### config.mk
export PLATFORM = sky130hd
export DESIGN_NAME = sp_ram_arbiter
export DESIGN_NICKNAME = d
export VERILOG_FILES = /design/src/rtl/sp_ram_pkg.sv /design/src/rtl/rr_arb2.sv /design/src/rtl/sp_ram_arbiter.sv
export SDC_FILE = /design/constraint.sdc
export NUM_CORES = 1
export LEC_CHECK = 0
export ABC_AREA = 1
export CORE_MARGIN = 1.5
export CORE_UTILIZATION = 36
export CTS_BUF_LIST = sky130_fd_sc_hd__clkbuf_4 sky130_fd_sc_hd__clkbuf_8
export CTS_CLUSTER_DIAMETER = 30
export DETAILED_ROUTE_END_ITERATION = 8
export PLACE_DENSITY = 0.79
export SLEW_MARGIN = 10
export SYNTH_ARGS = -nofsm -noshare
export SYNTH_HDL_FRONTEND = slang
export SYNTH_SLANG_ARGS = --single-unit
### constraint.sdc
create_clock -name clk -period 1.33 [get_ports clk]
set_input_delay 0.133 -clock clk [delete_from_list [all_inputs] [get_ports clk]]
set_output_delay 0.133 -clock clk [all_outputs]
set_load 0.005 [all_outputs]
### src/rtl/sp_ram_pkg.sv
// Shared widths and FSM state encoding for the single-port RAM arbiter.
package sp_ram_pkg;

  localparam int SP_ADDR_W = 4;
  localparam int SP_DATA_W = 8;

  typedef enum logic [1:0] {
    ST_IDLE = 2'd0,
    ST_OWN0 = 2'd1,
    ST_OWN1 = 2'd2
  } state_t;

endpackage

### src/rtl/rr_arb2.sv
// Two-way round-robin pick: a lone request wins, a tie goes to the
// requester that did not win last time.
module rr_arb2 (
  input  logic req0,
  input  logic req1,
  input  logic last_winner,
  output logic gnt0,
  output logic gnt1
);

  always_comb begin
    gnt0 = req0 & (~req1 | last_winner);
    gnt1 = req1 & (~req0 | ~last_winner);
  end

endmodule

### src/rtl/sp_ram_arbiter.sv
// Round-robin arbiter sharing one single-port RAM between two requesters,
// with optional locked bursts of up to MAX_BURST accesses.
//
// state   | meaning
// IDLE    | no owner, plain round-robin
// OWN0    | requester 0 holds the RAM while req0 stays high
// OWN1    | requester 1 holds the RAM while req1 stays high
module sp_ram_arbiter
  import sp_ram_pkg::*;
#(
  parameter int ADDR_W    = SP_ADDR_W,
  parameter int DATA_W    = SP_DATA_W,
  parameter int MAX_BURST = 4
) (
  input  logic              clk,
  input  logic              rst_n,
  input  logic              req0,
  input  logic              req1,
  input  logic              we0,
  input  logic              we1,
  input  logic              lock0,
  input  logic              lock1,
  input  logic [ADDR_W-1:0] addr0,
  input  logic [ADDR_W-1:0] addr1,
  input  logic [DATA_W-1:0] wdata0,
  input  logic [DATA_W-1:0] wdata1,
  output logic              gnt0,
  output logic              gnt1,
  output logic              rvalid0,
  output logic              rvalid1,
  output logic [DATA_W-1:0] rdata,
  output logic              ram_we,
  output logic [ADDR_W-1:0] ram_addr,
  output logic [DATA_W-1:0] ram_din,
  input  logic [DATA_W-1:0] ram_dout
);

  localparam int CNT_W = $clog2(MAX_BURST) + 1;

  state_t             state, state_nxt;
  logic               last_winner, lw_nxt;
  logic [CNT_W-1:0]   burst_cnt, cnt_nxt, cnt_inc;
  logic               arb_gnt0, arb_gnt1;
  logic [ADDR_W-1:0]  addr_q;
  logic [DATA_W-1:0]  din_q;

  rr_arb2 u_arb (
    .req0        (req0),
    .req1        (req1),
    .last_winner (last_winner),
    .gnt0        (arb_gnt0),
    .gnt1        (arb_gnt1)
  );

  // Grants are gated by rst_n so nothing reaches the RAM during reset.
  always_comb begin
    gnt0 = 1'b0;
    gnt1 = 1'b0;
    if (rst_n) begin
      if (state == ST_OWN0 && req0) begin
        gnt0 = 1'b1;
      end else if (state == ST_OWN1 && req1) begin
        gnt1 = 1'b1;
      end else begin
        gnt0 = arb_gnt0;
        gnt1 = arb_gnt1;
      end
    end
  end

  always_comb begin
    ram_we   = 1'b0;
    ram_addr = addr_q;
    ram_din  = din_q;
    if (gnt0) begin
      ram_we   = we0;
      ram_addr = addr0;
      ram_din  = wdata0;
    end else if (gnt1) begin
      ram_we   = we1;
      ram_addr = addr1;
      ram_din  = wdata1;
    end
  end

  // The burst count only carries over while the same owner keeps its grant.
  always_comb begin
    state_nxt = ST_IDLE;
    cnt_nxt   = '0;
    cnt_inc   = '0;
    lw_nxt    = last_winner;
    if (gnt0) begin
      lw_nxt  = 1'b0;
      cnt_inc = ((state == ST_OWN0) ? burst_cnt : '0) + CNT_W'(1);
      if (lock0 && (cnt_inc < CNT_W'(MAX_BURST))) begin
        state_nxt = ST_OWN0;
        cnt_nxt   = cnt_inc;
      end
    end else if (gnt1) begin
      lw_nxt  = 1'b1;
      cnt_inc = ((state == ST_OWN1) ? burst_cnt : '0) + CNT_W'(1);
      if (lock1 && (cnt_inc < CNT_W'(MAX_BURST))) begin
        state_nxt = ST_OWN1;
        cnt_nxt   = cnt_inc;
      end
    end
  end

  always_ff @(posedge clk or negedge rst_n) begin
    if (!rst_n) begin
      state       <= ST_IDLE;
      last_winner <= 1'b1;
      burst_cnt   <= '0;
      rvalid0     <= 1'b0;
      rvalid1     <= 1'b0;
      addr_q      <= '0;
      din_q       <= '0;
    end else begin
      state       <= state_nxt;
      last_winner <= lw_nxt;
      burst_cnt   <= cnt_nxt;
      rvalid0     <= gnt0 & ~we0;
      rvalid1     <= gnt1 & ~we1;
      addr_q      <= ram_addr;
      din_q       <= ram_din;
    end
  end

  assign rdata = ram_dout;

endmodule

# After elaboration in Yosys (flattened, before gate mapping)
# Cells that the tools add are included.
[word_totals]
reg_bits = 20
in_bits = 40
word_cells = 53
output_inout_bits = 25
[classes]
n_eq_ne = 2
n_bitwise = 11
n_reduce_logical = 5
add_sub_neg = 2
mux = 24
magnitude_cmp = 2
[op_table]
columns = ["cell", "n"]
rows = [
  ["$mux 3", 6],
  ["$mux 8", 2],
  ["$mux 1", 11],
  ["$mux 4", 2],
  ["$add 3x1->3 const B", 2],
  ["$lt 3x3->1 const B", 2],
  ["$mux 2", 3],
  ["$not 1->1", 5],
  ["$and 1x1->1", 4],
  ["$logic_and 1x1->1", 4],
  ["$eq 2x1->1 const B", 1],
  ["$eq 2x2->1 const B", 1],
  ["$or 1x1->1", 2],
  ["$reduce_bool 2->1", 1],
]

# Longest topological paths before layout
# Gate-level depths: netlist of run 1.
[depth]
ltp_word = 8
ltp_mapped = 10
ltp_nobuf = 10

# Modules after synthesis
# A second synthesis of run 1 with hierarchy kept.
[hier_totals]
cells_unflattened = 164
hier_area_um2 = 1244.9
[modules_own_cells]
columns = ["module", "n_inst", "seq_area_each_um2", "area_per_inst_um2", "cells_per_inst"]
rows = [
  ["sp_ram_arbiter", 1, 501.7, 1217.4, 160],
  ["rr_arb2", 1, 0.0, 27.5, 4],
]

# Worst setup path after synthesis of run 1
# Ideal clock, no wire load.
[synth_timing]
path_type = "reg-to-output"
start = "register state[0]"
end = "output ram_addr[0]"
path_buffers = 1
path_stages_with_launch = 9
arrival_ns = 1.157
required_ns = 1.197
path_slack_ns = 0.040
cell_sequence = "dfrtp_1 -> inv_2 -> nand2_2 -> nand2_2 -> nand3_2 -> nand2_4 -> buf_2 -> nand3_1 -> nand2_1"
[synth_via]
elab_chain_len = 7
word_cells_on_any_way = 12
cone_classes = "eq/ne (2); mux (8); reduce/logical (2)"
[synth_rtl]
columns = ["item", "line", "source"]
rows = [
  ["start: declaration", "sp_ram_arbiter.sv:40", "state_t state, state_nxt;"],
  ["start signal: assignment", "sp_ram_arbiter.sv:119", "state <= state_nxt;"],
  ["$eq 2x2->1", "sp_ram_arbiter.sv:62", "end else if (state == ST_OWN1 && req1) begin"],
  ["$logic_and 1x1->1", "sp_ram_arbiter.sv:62", ""],
  ["$mux 1", "sp_ram_arbiter.sv:62", ""],
  ["$mux 1", "sp_ram_arbiter.sv:60", "if (state == ST_OWN0 && req0) begin"],
  ["$mux 1", "sp_ram_arbiter.sv:59", "if (rst_n) begin"],
  ["$mux 4", "sp_ram_arbiter.sv:79", "end else if (gnt1) begin"],
  ["$mux 4 (*)", "sp_ram_arbiter.sv:75", "if (gnt0) begin"],
  ["end: declaration", "sp_ram_arbiter.sv:33", "output logic [ADDR_W-1:0] ram_addr,"],
]
# Every way passes the cells marked *; elsewhere a longest branch is shown, timed or not.

# Worst setup path after layout of run 1
[layout_timing]
start = "register last_winner"
end = "output ram_din[5]"
[layout_via]
elab_chain_len = 8
word_cells_on_any_way = 13
cone_classes = "mux (8); bitwise (5)"
[layout_rtl]
columns = ["item", "line", "source"]
rows = [
  ["start: declaration", "sp_ram_arbiter.sv:41", "logic last_winner, lw_nxt;"],
  ["start signal: assignment", "sp_ram_arbiter.sv:120", "last_winner <= lw_nxt;"],
  ["$not 1->1", "rr_arb2.sv:13", "gnt1 = req1 & (~req0 | ~last_winner);"],
  ["$or 1x1->1", "rr_arb2.sv:13", ""],
  ["$and 1x1->1", "rr_arb2.sv:13", ""],
  ["$mux 1", "sp_ram_arbiter.sv:62", ""],
  ["$mux 1", "sp_ram_arbiter.sv:60", ""],
  ["$mux 1", "sp_ram_arbiter.sv:59", ""],
  ["$mux 8", "sp_ram_arbiter.sv:79", ""],
  ["$mux 8 (*)", "sp_ram_arbiter.sv:75", ""],
  ["end: declaration", "sp_ram_arbiter.sv:34", "output logic [DATA_W-1:0] ram_din,"],
]
# Marks and branches as above.

==> impl_results.md, run 1 <==
- Power Density: just under 1000 nW/um2
- Yosys warnings: 0
- Final hold viol count: 0
- Final worst setup slack: -0.562 ns
- Clock H-tree levels: 1
- Final antenna-violating net count: 0
- Design Area, Final: roughly 2400 um2
- Yosys top cell area share: 0.387
- Area of the core: roughly 3300 um2
- Root buf cell: clkbuf_4
- Area after DPL: 1830 um2
- Final net count: 311
- CTS tree: built
- Most frequent cells in the layout: 33 x clkdlybuf4s50_1, 32 x inv_1, 32 x nand2_1
- WP data arrival: 1.76 ns
- GPL Wtd Cong: ~0.77
- Footprint of the multi-input gates: 717 um2
- Reg area: around 500 um2
- Status: finished with violations
- Core Rows: 21
- DRC violations left: 0
- Largest net degree at the start of global routing: 21
- Drt first pass iters: 4
- Port Buffers: 48
- TritonCTS Buffers: 3
- CP Class: reg2out
- Area growth from synthesis to layout: 99.0%
- Clock transition at the registers of the reported paths: around 0.13 ns
- Die ar.: 3770 um2
- WL final: around 4900 um
- Minimum clock period: around 1.9 ns
- Share of post-route cells with drive strength above 1: 0.481
- Count of hold-fix buffers inserted at cts: 0
- Detailed Route Iter0 Violations: 71
- Post-Syn Area per Cell: 7.10 um2
- Max Fanout on Critical Path: 4
- Hold Path Class: in2out
- Vias per cell: ~4.8
- Slowest library cell on the worst path: dfstp_2
- Vias in the first global route: roughly 1.5k
- Sequential fraction of the synthesis area: 0.408
- Vias post-DR: around 1.5k
- Synth unique cells: 18
- Ant. Diodes: 0
- Fillers: about 230
- Register bit total from synthesis: 20
- First-pass GRT wire length: around 6700 um
- Clk_lat worst skew: approximately 0.32 ns
- Initial Util: 0.371
- CP cell instances: nand2_2, inv_2, nand2_4, nand3_4, nand2_8, buf_6, buf_6, nand3_2, nand2_2, buf_2
- Die Span X: ~61 um
- Most common cell after layout, fill and taps aside: clkdlybuf4s50_1
- Io pins: 65
- All-Layer GR Usage: 0.244
- MaxCap Viol Count: 0
- Non-Filler Instances: between 300 and 400
- Critical path required time: 1.20 ns
- Initial antenna violation count: 0
- Cells after DPL: about 270
- Max incr delay on CP: 0.57 ns
- Setup WS pre-CTS: -0.618 ns
- Synthesized area: around 1200 um2
- Synth top area cells: dfrtp_1 39%, nand2_1 16%, inv_1 10%
- Worst setup SP type: flip-flop
- Fin crit share: 1.42
- Die Y: around 60 um
- Clock Skew: approximately 0.014 ns
- Syn Inst Count: 173
- Leading area contributor after synthesis: dfrtp_1
- Setup crit end kind: primary output
- RSZ-0062 raised after global routing: yes
- Total gr overflow: 0
- Clock Tree Buf Depth: 2
- Max Fclk: 528 MHz
- Hpwl dp: 2270 um
- Clock sink count: 20
- Wirelength per Cell: ~16 um
- Violated checks: setup timing
- Setup-failing EPs final: 32
- Lkg Pwr: approximately 1.3 nW
- Final Max Slew Viols: 0
- Maximum vdd ir drop: a little under 0.7 mV
- Syn_nets: between 200 and 250
## final timing paths
path                        startpoint          end  slack, ns  cells past startpoint
setup reg to reg           last_winner    addr_q[1]      -0.52                     13
min in group asynchronous        rst_n     din_q[7]       0.34                      3
max in group asynchronous        rst_n  last_winner       0.72                      3
setup / recovery           last_winner   ram_din[5]      -0.56                     10
hold / removal             ram_dout[0]     rdata[0]       0.27                      0
hold reg to reg               din_q[6]     din_q[6]       0.60                      4
## cell usage after synthesis
cell      n
nand4_1  13
buf_6     1
conb_1    1
dfrtp_1  19
buf_4     9
inv_2     1
nand3_1  17
inv_4     1
inv_1    34
nand2_1  52
nand2_2   2
ha_1      2
nand2_4   1
nor2_1   11
buf_2     4
dfstp_2   1
nor3_1    1
nand3_2   3
## layout make-up
type                            instances  area share
Clock buffer                            4      0.0148
Inverter                               36      0.0583
Multi-Input combinational cell        103       0.293
Sequential cell                        20       0.205
Tap cell                               46      0.0235
Timing Repair Buffer                  104       0.401
Timing Repair inverter                  1     0.00358
## state kept, by name, indices dropped and copies added, names as in the netlist
signal and flops:
addr_q 4, burst_cnt 3, rvalid0 1, last_winner 1
state 2, din_q 8, rvalid1 1
## kinds of logic after synthesis
| kind of cell | share of synthesized area |
|---|---|
| AND/OR/NAND/NOR | 0.376 |
| other | 0.00305 |
| buffers and inverters | 0.192 |
| adder cells (fa/ha/maj) | 0.0204 |
| flip-flops | 0.408 |
## worst max-delay path: cells and delay by family (launching register included)
kind	cells	cell delay, ns
flops	1	0.57
buf+inv	4	0.45
simple gates	6	0.41
## timing repair
action	in CTS	in global routing
pin swaps	23	21
resized for setup	118	32
cloned	1	0
setup endpoints to repair	20	33
setup buffers	32	8
## layer usage
layer  vias to the layer above  GRT usage  routed length (um)
met3                         8     0.0399                 285
met2                        67      0.422                2650
met4                         0     0.0973                  99
li1                        715          -                   -
met5                         -          0                   0
met1                       732      0.303                1850
## metrics by stage
stage	TNS, ns	util	hold WS (ns)	total power [W]
3_5_place_dp	-10.38	0.553	0.266	0.00153
5_1_grt	-14.35	0.738	0.266	0.00256
6_report	-11.85	0.738	0.266	0.00241
2_1_floorplan	0	-	-0.163	0.00111
3_3_place_gp	-9.82	0.553	0.266	0.00151
4_1_cts	-9.33	0.678	0.266	0.00217
## where the power goes
group          switching [W]  internal, W  total [W]
Sequential         0.0000433     0.000724   0.000768
Combinational       0.000566     0.000706    0.00127
Clock               0.000207     0.000167   0.000374
Note: power is estimated with default switching activity, not from simulation.
==> inputs of run 2 (changes only) <==
ABC_AREA = not set   (was 1)
ABC_CLOCK_PERIOD_IN_PS = 1330   (was not set)
CAP_MARGIN = 15   (was not set)
CORE_UTILIZATION = 35   (was 36)
PLACE_DENSITY = 0.8   (was 0.79)
==> run 2 against run 1 <==
The flow still finishes with violations (setup timing). Synthesized cell count decreased by 39%. Routed wire length decreased by 27%. Setup slack got worse by 0.24 ns. Flip-flop and latch count unchanged. Sequential power decreased by 1%. Final area decreased by 18%. Non-clock buffer count decreased by 18. Utilization decreased by 7.4 points. Clock skew decreased by 0.011 ns. Critical endpoint is now ram_din[6].
==> impl_results.md, run 2 <==
- Vias per cell: 4.77 (-1.6%)
- Register bit total from synthesis: 20 (unchanged)
- Synth top area cells: dfrtp_1 43%, mux2i_1 11%, buf_4 6.8%
- Xor and xnor area share after synthesis: 0 (unchanged)
- Initial antenna violation count: 0 (unchanged)
- Yosys warnings: 0 (unchanged)
- Met3 wire length: 190 um (-33%)
- Lkg Pwr: 0.958 nW (-24%)
- Wl on met1: 1360 um (-27%)
- Synthesized area: 1100 um2 (-10%)
- Setup crit end kind: primary output
- Hold WS: 0.237 ns (-0.0291 ns)
- All-Layer GR Usage: 0.196 (-0.0476)
- Clock H-tree levels: 1 (unchanged)
- Port Buffers: 48 (unchanged)
- Final Max Slew Viols: 0 (unchanged)
- RSZ-0062 raised after global routing: yes
- Clk_lat worst skew: 0.29 ns (-0.03 ns)
- Setup WS pre-CTS: -0.916 ns (-0.297 ns)
- CP cell instances: nor2b_4, a221o_1, buf_12, buf_12, mux2i_1, a21oi_1, buf_2
- Ys async rst share: 1.00 (unchanged)
- Pwr Total: 0.00185 W (-24%)
- GPL Wtd Cong: 0.764 (-1.4%)
- First-pass GRT wire length: 5030 um (-25%)
- Die Y: 59.1 um (-3.7%)
- Vias in the first global route: 1074 (-27%)
- Detailed Route Iter0 Violations: 23 (-68%)
- Clock sink count: 20 (unchanged)
- End of the worst register-to-register path: burst_cnt[0]
- Ant. Diodes: 0 (unchanged)
- DRC violations left: 0 (unchanged)
- Area growth from synthesis to layout: 82.5%
- Maximum vdd ir drop: 0.567 mV (-16%)
- Fraction of synthesized area in multiplexers: 0.109 (+0.109)
- Setup-failing EPs final: 34 (+6.3%)
- Root buf cell: clkbuf_4
- Clock Tree Buf Depth: 2 (unchanged)
- Largest regs: din_q x8, addr_q x4, burst_cnt x3
- Syn Inst Count: 105 (-39%)
- TritonCTS Buffers: 3 (unchanged)
- Yosys top cell area share: 0.431 (+0.0444)
- Most frequent cells in the layout: 32 x clkdlybuf4s50_1, 21 x buf_4, 18 x dfrtp_1
- Final antenna-violating net count: 0 (unchanged)
- Leading area contributor after synthesis: dfrtp_1
- Final hold viol count: 0 (unchanged)
- Post-Syn Area per Cell: 10.5 um2 (+48%)
- Slowest library cell on the worst path: dfrtp_1
- Cell family with most CP delay: compound AO/OA/AOI/OAI gates
- Top reg by flops: din_q
- Hpwl dp: 2100 um (-7.5%)
- Max incr delay on CP: 0.43 ns (-0.14 ns)
- WL final: 3550 um (-27%)
- Drt first pass iters: 4 (unchanged)
- CTS tree: built
- CP Class: reg2out
- Syn_nets: 147 (-32%)
- Critical path required time: 1.20 ns (about the same)
- Core Rows: 20 (-4.8%)
- Cell count of the worst reg-to-reg path: 8 (-5)
- Worst Path Buf+Inv: 3 (-1)
- Post-Synth Adder-Cell Area: 0.0227 (+0.00233)
- Hold Path Class: in2async
- Cell repeated most along the worst path: buf_12
- Vias post-DR: 1073 (-30%)
- Clock transition at the registers of the reported paths: 0.11 ns (-0.02 ns)
- Worst setup SP type: flip-flop
- Wirelength per Cell: 15.8 um (+1.5%)
- Final worst setup slack: -0.807 ns (-0.244 ns)
- Area of the core: 3030 um2 (-8.5%)
- Largest net degree at the start of global routing: 15 (-29%)
- Critical R2R Launch: state[0]
- Fin crit share: 1.61 (+0.184)
- Synth top cells by count: 19 x dfrtp_1, 13 x a21oi_1, 12 x mux2i_1, 12 x nor3_1, 10 x buf_4
- Final net count: 224 (-28%)
- Initial Util: 0.364 (-0.00708)
- Compound-cell area share of the yosys netlist: 0.146 (+0.146)
- Synth unique cells: 28 (+10)
- Total gr overflow: 0 (unchanged)
- Die ar.: 3500 um2 (-7.3%)
- Status: finished with violations
- Most common cell after layout, fill and taps aside: clkdlybuf4s50_1
- Power Density: 918 nW/um2 (-7.1%)
- Violated checks: setup timing
- WP data arrival: 2.00 ns (+0.24 ns)
- Most frequent cell after synthesis: dfrtp_1
- Flop2flop setup slack: -0.49 ns (+0.03 ns)
- Most used DFF post-synth: dfrtp_1
- Largest family of logic cells by synthesized area: compound AO/OA/AOI/OAI gates
- Io pins: 65 (unchanged)
- Largest register FFs: 8 (unchanged)
- Clock Skew: 0.00277 ns (-0.0114 ns)
- Die Span X: 59.1 um (-3.7%)
- Sequential fraction of the synthesis area: 0.455 (+0.0468)
- Simple logic cell fraction of the synthesized area: 0.138 (-0.237)
- Detail Route met2 WL: 1980 um (-25%)
- Max Fanout on Critical Path: 5 (+1)
- Share of post-route cells with drive strength above 1: 0.475 (-0.00621)
- Fin util: 0.664 (-0.0740)
- MaxCap Viol Count: 0 (unchanged)
- Post-synth EDFFs: 0 (unchanged)
- Minimum clock period: 2.14 ns (+0.244 ns)
- Top Metal Used: met4
- Max Fclk: 468 MHz (-11%)
==> run 2: final cells by class <==
type,instances,area (um2)
well taps,44,55.1
inverters,6,25.0
clock buffers,4,30.0
repair buffers,86,796
multi-input cells,65,603
fillers,256,1020
flip-flops and latches,20,503
==> run 2: kinds of logic (layout without fill, tap and decap cells) <==
family,count (synthesis),count (layout)
buffers and inverters,20,96
muxes,12,12
and+or+nand+nor,28,28
AOI/OAI and AO/OA,22,22
other,1,1
adders and majority gates,2,2
DFF,20,20
==> run 2: layer usage <==
layer	up-vias	track usage
met1	526	0.228
li1	508	-
met3	2	0.0328
met2	37	0.375
met4	0	0.0422
met5	-	0
==> run 2: what timing repair did <==
action                     CTS  global route
setup endpoints to repair   33            35
gates cloned                 1             0
pin swaps                   16            16
hold buffers                 0             0
setup buffers               18            10
gates resized for setup     76            27
==> run 2: power by group <==
part / switching (W) / leakage [nW] / internal [W]
clock network: 0.000174 / 0.0184 / 0.000137
logic: 0.000311 / 0.704 / 0.000466
registers: 0.0000498 / 0.236 / 0.000709
total: 0.000534 / 0.958 / 0.00131
==> run 2: how the worst max path moves through the flow <==
stage,from,end,depth (start not counted)
final,state[0],ram_din[6],7
after global routing,state[0],ram_din[6],7
after CTS,state[0],ram_din[4],7
after detailed placement,rst_n,ram_din[0],7
after global placement,rst_n,ram_addr[3],7
after floorplan,state[0],burst_cnt[0],6
==> run 2: per-stage QoR <==
step / std cells / instance area [um2] / TNS, ns
2_1_floorplan: 105 / 1160 / -5.10
4_1_cts: 218 / 1880 / -17.14
3_5_place_dp: 196 / 1700 / -17.94
6_report: 225 / 2010 / -17.37
5_1_grt: 225 / 2010 / -19.93
3_3_place_gp: 196 / 1700 / -16.91
